==> src/rtl/usart_pkg.sv <==
// Shared USART definitions: receive state encoding, controller command set,
// and default timing parameters.
package usart_pkg;

    localparam int DEFAULT_CLKS_PER_BIT = 138;
    localparam int DEFAULT_SYNC_STAGES  = 2;

    typedef enum logic [2:0] {
        RX_IDLE,
        RX_START,
        RX_DATA,
        RX_STOP,
        RX_BREAK
    } rx_state_t;

    typedef enum logic [2:0] {
        CMD_NOP,
        CMD_SET_CTRL,
        CMD_SET_DATA,
        CMD_GET_DATA,
        CMD_GET_STATUS
    } usart_cmd_t;

    // Cycle index inside the start bit at which the line is re-checked
    // (mid-bit), so every later sample lands near a bit centre.
    function automatic int half_bit_last(input int clks_per_bit);
        return clks_per_bit / 2 - 1;
    endfunction

endpackage

==> src/rtl/usart_rx_if.sv <==
// Byte hand-off between the receive stage and the USART controller.
interface usart_rx_if;
    logic [7:0] rx_data;
    logic       rx_valid;
    logic       rx_ready;
    logic       framing_error;
    logic       overrun;
    logic       clear_errors;

    // master: the receiver producing bytes; slave: the consuming controller
    modport master (
        output rx_data, rx_valid, framing_error, overrun,
        input  rx_ready, clear_errors
    );
    modport slave (
        input  rx_data, rx_valid, framing_error, overrun,
        output rx_ready, clear_errors
    );
endinterface

==> src/rtl/usart_sync.sv <==
// N-flop synchronizer for the asynchronous serial line; resets to the idle
// (high) level so a reset never looks like a start bit.
module usart_sync #(
    parameter int STAGES = 2
) (
    input  logic clk,
    input  logic reset_n,
    input  logic d,
    output logic q
);

    logic [STAGES-1:0] ff;

    // shift the raw input through the synchronizer chain
    always_ff @(posedge clk or negedge reset_n) begin
        if (!reset_n) begin
            ff <= '1;
        end else begin
            ff <= {ff[STAGES-2:0], d};
        end
    end

    assign q = ff[STAGES-1];

endmodule

==> src/rtl/usart_rx.sv <==
// USART receive stage: synchronizes rx_pin, deframes 8N1 characters and
// hands each byte to the controller through a one-byte holding register.
//
// state    | meaning
// ---------+-----------------------------------------------------------
// RX_IDLE  | line idle, waiting for a low level (start bit candidate)
// RX_START | counting to mid start bit to reject short glitches
// RX_DATA  | sampling 8 data bits LSB-first at bit centres
// RX_STOP  | sampling the stop bit; good stop -> delivery
// RX_BREAK | stop bit was low; wait for the line to return high
module usart_rx
    import usart_pkg::*;
#(
    parameter int CLKS_PER_BIT = DEFAULT_CLKS_PER_BIT,
    parameter int SYNC_STAGES  = DEFAULT_SYNC_STAGES
) (
    input  logic       clk,
    input  logic       reset_n,
    input  logic       rx_pin,
    usart_rx_if.master bus
);

    localparam int CW = $clog2(CLKS_PER_BIT);
    localparam logic [CW-1:0] BIT_LAST  = CW'(CLKS_PER_BIT - 1);
    localparam logic [CW-1:0] HALF_LAST = CW'(half_bit_last(CLKS_PER_BIT));

    logic          rx_s;
    rx_state_t     state;
    logic [CW-1:0] cnt;
    logic [2:0]    bit_idx;
    logic [7:0]    shift;
    logic          deliver;
    logic          ferr_q;
    logic [7:0]    data_q;
    logic          valid_q;
    logic          ovr_q;
    logic          drop;

    usart_sync #(.STAGES(SYNC_STAGES)) u_sync (
        .clk     (clk),
        .reset_n (reset_n),
        .d       (rx_pin),
        .q       (rx_s)
    );

    // frame deframing FSM; deliver and framing_error are registered pulses
    always_ff @(posedge clk or negedge reset_n) begin
        if (!reset_n) begin
            state   <= RX_IDLE;
            cnt     <= '0;
            bit_idx <= '0;
            shift   <= '0;
            deliver <= 1'b0;
            ferr_q  <= 1'b0;
        end else begin
            deliver <= 1'b0;
            ferr_q  <= 1'b0;
            case (state)
                RX_IDLE: begin
                    cnt <= '0;
                    if (!rx_s) state <= RX_START;
                end
                RX_START: begin
                    if (cnt == HALF_LAST) begin
                        cnt <= '0;
                        if (!rx_s) begin
                            bit_idx <= '0;
                            state   <= RX_DATA;
                        end else begin
                            state <= RX_IDLE;
                        end
                    end else begin
                        cnt <= cnt + 1'b1;
                    end
                end
                RX_DATA: begin
                    if (cnt == BIT_LAST) begin
                        cnt   <= '0;
                        shift <= {rx_s, shift[7:1]};
                        if (bit_idx == 3'd7) begin
                            state <= RX_STOP;
                        end else begin
                            bit_idx <= bit_idx + 1'b1;
                        end
                    end else begin
                        cnt <= cnt + 1'b1;
                    end
                end
                RX_STOP: begin
                    if (cnt == BIT_LAST) begin
                        cnt <= '0;
                        if (rx_s) begin
                            deliver <= 1'b1;
                            state   <= RX_IDLE;
                        end else begin
                            ferr_q <= 1'b1;
                            state  <= RX_BREAK;
                        end
                    end else begin
                        cnt <= cnt + 1'b1;
                    end
                end
                RX_BREAK: begin
                    cnt <= '0;
                    if (rx_s) state <= RX_IDLE;
                end
                default: begin
                    state <= RX_IDLE;
                    cnt   <= '0;
                end
            endcase
        end
    end

    // a delivered byte is dropped only if the holding register stays full
    assign drop = deliver && valid_q && !bus.rx_ready;

    // holding register and sticky overrun flag
    always_ff @(posedge clk or negedge reset_n) begin
        if (!reset_n) begin
            data_q  <= 8'h00;
            valid_q <= 1'b0;
            ovr_q   <= 1'b0;
        end else begin
            if (deliver && !drop) begin
                data_q  <= shift;
                valid_q <= 1'b1;
            end else if (valid_q && bus.rx_ready && !deliver) begin
                valid_q <= 1'b0;
            end
            if (drop) begin
                ovr_q <= 1'b1;
            end else if (bus.clear_errors) begin
                ovr_q <= 1'b0;
            end
        end
    end

    assign bus.rx_data       = data_q;
    assign bus.rx_valid      = valid_q;
    assign bus.framing_error = ferr_q;
    assign bus.overrun       = ovr_q;

endmodule
==> src/flat_wrapper.sv <==
// flat-port wrapper written by rule: the top's interface ports become plain ports
module usart_rx_flat import usart_pkg::*;
#(
    parameter int CLKS_PER_BIT = DEFAULT_CLKS_PER_BIT,
    parameter int SYNC_STAGES  = DEFAULT_SYNC_STAGES
)
  (clk, reset_n, rx_pin, bus_rx_data, bus_rx_valid, bus_framing_error, bus_overrun, bus_rx_ready, bus_clear_errors);
  usart_rx_if bus_i ();
  input  logic clk;
  input  logic reset_n;
  input  logic rx_pin;
  output wire logic [$bits(bus_i.rx_data)-1:0] bus_rx_data;
  output wire logic [$bits(bus_i.rx_valid)-1:0] bus_rx_valid;
  output wire logic [$bits(bus_i.framing_error)-1:0] bus_framing_error;
  output wire logic [$bits(bus_i.overrun)-1:0] bus_overrun;
  input wire logic [$bits(bus_i.rx_ready)-1:0] bus_rx_ready;
  input wire logic [$bits(bus_i.clear_errors)-1:0] bus_clear_errors;
  assign bus_rx_data = bus_i.rx_data;
  assign bus_rx_valid = bus_i.rx_valid;
  assign bus_framing_error = bus_i.framing_error;
  assign bus_overrun = bus_i.overrun;
  assign bus_i.rx_ready = bus_rx_ready;
  assign bus_i.clear_errors = bus_clear_errors;
  usart_rx #(.CLKS_PER_BIT(CLKS_PER_BIT), .SYNC_STAGES(SYNC_STAGES)) u_core (.clk(clk), .reset_n(reset_n), .rx_pin(rx_pin), .bus(bus_i));
endmodule
==> config.mk <==
export PLATFORM = sky130hd
export DESIGN_NAME = usart_rx_flat
export DESIGN_NICKNAME = d
export VERILOG_FILES = /design/src/rtl/usart_pkg.sv /design/src/rtl/usart_rx_if.sv /design/src/rtl/usart_sync.sv /design/src/rtl/usart_rx.sv /design/src/flat_wrapper.sv
export SDC_FILE = /design/constraint.sdc
export NUM_CORES = 1
export LEC_CHECK = 0
export BUFFER_PORTS_ARGS = -buffer_cell sky130_fd_sc_hd__buf_2
export CORE_ASPECT_RATIO = 1.75
export CORE_MARGIN = 2
export CORE_UTILIZATION = 51
export DETAILED_ROUTE_END_ITERATION = 10
export PLACE_DENSITY_LB_ADDON = 0.3
export SLEW_MARGIN = 15
export SYNTH_ARGS = -nofsm -noshare
export SYNTH_HDL_FRONTEND = slang
export SYNTH_HIERARCHICAL = 1
export SYNTH_SLANG_ARGS = --single-unit
==> constraint.sdc <==
create_clock -name clk -period 2.2 [get_ports clk]
set_input_delay 0.33 -clock clk [delete_from_list [all_inputs] [get_ports clk]]
set_output_delay 0.33 -clock clk [all_outputs]
set_load 0.01 [all_outputs]
## After elaboration in Yosys (flattened, before gate mapping)

Index checks and enable logic that the tools add are counted.
W data, S select, Z words.

- Flip-flop bits (word level): 36
- Bits of input ports: 5
- Output and inout bits: 11

- Reduce and logical (&&, ||, !) cells: 16
- Muxes and demuxes: 27
- Eq/ne operators: 15
- Add/sub/neg operators: 2

Operators with widths:

| operator | count |
|---|---|
| $mux W3 | 11 |
| $mux W8 | 2 |
| $pmux W8 S2 | 1 |
| $pmux W3 S5 | 1 |
| $mux W1 | 10 |
| $add A8 B1 Y8 const B | 1 |
| $eq A8 B7 Y1 const B | 1 |
| $eq A8 B8 Y1 const B | 1 |
| $ne A2 B1 Y1 const B | 4 |
| $ne A2 B2 Y1 const B | 4 |
| $eq A3 B2 Y1 const B | 2 |
| $eq A3 B3 Y1 const B | 2 |
| $pmux W3 S2 | 1 |
| $reduce_and A6 Y1 | 1 |
| $reduce_bool A2 Y1 | 3 |
| $logic_and A1 B1 Y1 | 5 |
| $reduce_and A5 Y1 | 1 |
| $add A3 B1 Y3 const B | 1 |
| $eq A3 B1 Y1 const B | 1 |
| $logic_not A1 Y1 | 3 |
| $logic_not A3 Y1 | 1 |
| $mux W2 | 1 |
| $reduce_and A2 Y1 | 1 |
| $reduce_or A2 Y1 | 1 |

## Logic depth before layout (Yosys ltp)

- Depth in word-level cells: 5
- Gate-level depth with buffers: 9
- Depth with buffers taken out: 7

## Hierarchy

Netlist, hierarchy kept.

Modules (own cells, without submodules):

| module | cells an instance | instances | area each (µm²) |
|---|---|---|---|
| usart_rx | 126 | 1 | 1526.5 |
| usart_sync | 2 | 1 | 52.6 |

## Least setup slack after synthesis

Ideal clock, no wire load.

- Path kind: register to register
- From: register u_core.cnt[1]
- To: register u_core.state[0]
- Period minus slack after synthesis: 1.905 ns
- Arrival: 1.780 ns
- Path buffers: 2
- Stages on the path, launching flop included: 10
- Data required time: 2.075 ns
- Setup slack: 0.295 ns
- Cell sequence: dfrtp_1 inv_1 ha_1 nor4bb_1 and3_1 buf_6 o22a_1 buf_6 o21a_4 mux2_4

- Longest elaborated chain between the ends: 3
- Elaborated cells on any way between the ends: 6
- Those cells by class: eq/ne: 5; reduce/logical: 1

Ends and longest elaborated chain:

| item | line | text |
|---|---|---|
| from (decl) | usart_rx.sv:29 | `logic [CW-1:0] cnt;` |
| from (signal assigned) | usart_rx.sv:73 | `cnt <= cnt + 1'b1;` |
| from (signal assigned) | usart_rx.sv:86 | `cnt <= cnt + 1'b1;` |
| from (signal assigned) | usart_rx.sv:100 | `cnt <= cnt + 1'b1;` |
| $eq A8 B8 Y1 / $eq A8 B7 Y1 (equally long branches) | usart_rx.sv:77, usart_rx.sv:90, usart_rx.sv:64 |  |
| $ne A2 B1 Y1 (no line) | -- |  |
| $reduce_and A6 Y1 (no line) (*) | -- |  |
| to (signal assigned) | usart_rx.sv:81 | `state <= RX_STOP;` |
| to (signal assigned) | usart_rx.sv:94 | `state <= RX_IDLE;` |
| to (signal assigned) | usart_rx.sv:97 | `state <= RX_BREAK;` |
| to (decl) | usart_rx.sv:28 | `rx_state_t state;` |

Mark *: on every way between the ends. The rest lies on a longest branch, timed or not.
A chain may end at the register's enable or synchronous reset.

## Worst setup path in the final report

- From: register u_core.cnt[1]
- To: register u_core.state[1]

The elaborated chain is that of the path after synthesis.

==> metrics <==
commonest cells in the synthesized netlist 34 x dfrtp_1, 15 x nor2_1, 14 x mux2_2, 7 x inv_1, 7 x nand2_1; Syn. warnings 6; Post-CTS Hold Fix Bufs 0; routability congestion estimate 0.748; most common cell in the netlist dfrtp_1; ANT cells 0; Layout Skew 5.24 ps; input/output buffers 15; fin crit share 87.4%; final worst setup slack 277 ps; setup violators final 0; RSZ-0062 raised after global routing no; Slew @ Worst Pin 758 ps; fillers 223; fmax 0.520 GHz; Slew Limit Headroom 49.4%; Finished Core Util 60.8%; status finished, final reports clean; CP arrival 2090 ps; kind of critical path register to register; Post-Syn Area 1580 sq um; grt ovf 0; R2R depth 7; initial antenna violation count 0; layout cells sized above 1 30.2%; async set-or-reset flop fraction in the synthesized netlist 100%; Reg clk slew, reported paths 70 ps; leak pwr 0.907 nW; DP Wirelength 1.87 mm; element type at the critical path end register; Area growth, synth to finish 12.8%; Reg2Reg Setup Slack 280 ps; vias post-DR 1,014; Max Root-Sink Buffers 2; Most used DFF post-synth dfrtp_1; Routed Antenna Nets 0; CTS sink count 36; Post-synth EDFFs 0; Syn Area/Cell 12.3 sq um; largest cells by area after synthesis dfrtp_1 54%, mux2_2 10%, ha_1 4.0%; Core ar. 2930 sq um; CTS tree built; worst r2r dst u_core/state[1]; minimum clock period 1920 ps; total track usage 16.8%; die height 77.6 um; Die Wd 46.1 um; DP Worst Slack 315 ps; Hold Vio Cnt, Final 0; worst skew pair latency 280 ps; Hold Crit Class primary input to async pin; total power 1.23 mW; I/O Pins 16; #FFs+latches synth 36; FP Rows 26; crit path max fanout 3; # H-tree levels 2; number of global-route vias before repair 1,060; register area share after synthesis 57.2%; Sum Neg Setup Slack 0 ps; VDD IR-drop max 0.722 mV; count of cell types in the netlist 33; crit path launch type register; area share of the largest cell type after synthesis 53.9%; detailed router's first-iteration violation count 20; cts bufs inserted 5; drc violations 0; Post-CTS Resized 0; Die ar. 3570 sq um; Routed WL 2.47 mm; Worst Path Required 2360 ps; first-pass GRT wire length 4.45 mm; Post-Syn Nets 138; FF-to-FF Start u_core/cnt[1]; max-cap violation count 0; final net count 158; synthesized instance count 128; Root Buffer clkbuf_8; DR WL/cell 14.0 um; largest net degree at the start of global routing 37; DRT Pass-1 Iters 4; post-synth top area cell dfrtp_1; Power Dens Cells 692 nW/um^2; Slew Limit Fails 0; number of vias per cell 5.73; Starting Density 53.9%; setup bufs post-CTS 0
-- cell type report --
cell class,count,area [sq um],share of cell area [%]
tap,28,35.0,1.97
inverter,7,26.3,1.48
multi-input combinational,81,618,34.7
clock buffer,6,72.6,4.08
timing repair buffer,17,90.1,5.06
clock inverter,2,35.0,1.97
sequential,36,903,50.7
-- logic make-up (layout without fill, tap and decap cells) --
family / count (synthesis) / count (layout) / share of synthesized area (%)
and+or+nand+nor: 39 / 39 / 12.4
DFF: 36 / 36 / 57.2
muxes: 17 / 17 / 12.6
AOI/OAI and AO/OA: 14 / 14 / 6.89
buffers and inverters: 11 / 32 / 3.64
xor gates and xnor gates: 6 / 6 / 3.33
adders and majority gates: 5 / 5 / 3.96
-- layer usage --
layer	track usage [%]	vias up	part of all wire (%)
met1	17.3	510	39
met5	0	-	0
met2	29.6	20	56
li1	-	478	-
met4	7.71	0	2.2
met3	4.19	6	3.1
-- sequential cells by signal (all words and copies together) (netlist names), 2 cells and up --
name and count:
u_core/shift 8, u_core/cnt 8, u_core/bus.rx_data 8, u_core/state 3, u_core/u_sync/ff 2, u_core/bit_idx 3
-- worst max-delay path by stage --
stage / slack (ps) / to / cells after the start / start
final: 280 / u_core/state[1] / 7 / u_core/cnt[1]
after global placement: 420 / u_core/state[0] / 7 / u_core/cnt[1]
after CTS: 280 / u_core/state[1] / 7 / u_core/cnt[1]
after detailed placement: 320 / u_core/state[1] / 7 / u_core/cnt[1]
after global routing: 160 / u_core/shift[0] / 6 / u_core/cnt[1]
after floorplan: 290 / u_core/state[0] / 9 / u_core/cnt[1]
-- per-stage QoR --
stage / instances / hold WS, ps / area (sq um)
after detailed placement: 169 / 347 / 1670
after floorplan: 128 / 34.4 / 1580
after global placement: 169 / 346 / 1670
final: 177 / 114 / 1780
after CTS: 177 / 134 / 1780
after global routing: 177 / 135 / 1780
-- critical path: stages (launching register included) --
cell and delay [ps]:
dfrtp_1 400, inv_1 110, ha_1 150, nor4bb_1 250, and3_1 250, o22a_1 210, o21a_4 150, mux2_4 290
-- power breakdown --
part	internal [mW]	switching, mW	leakage (nW)
Clock	0.336	0.210	0.0552
Sequential	0.665	0.00135	0.481
Combinational	0.00453	0.0152	0.371
-- layout by cell type, fill, tap and decap left out, types with 2 or more instances in the layout --
cell type / instances
buf_2: 15
nor2b_1: 2
clkbuf_8: 5
nand2b_1: 3
buf_4: 2
mux2_4: 2
nand2_1: 7
dfrtp_1: 34
inv_1: 7
nor2_1: 15
ha_1: 5
a32o_1: 2
dfstp_2: 2
mux2_2: 14
xnor2_1: 3
a21oi_1: 2
and3_1: 2
nand3_1: 4
xor2_1: 3
o21ai_0: 3
nor4bb_1: 2
(Power assumes the default switching activity.)
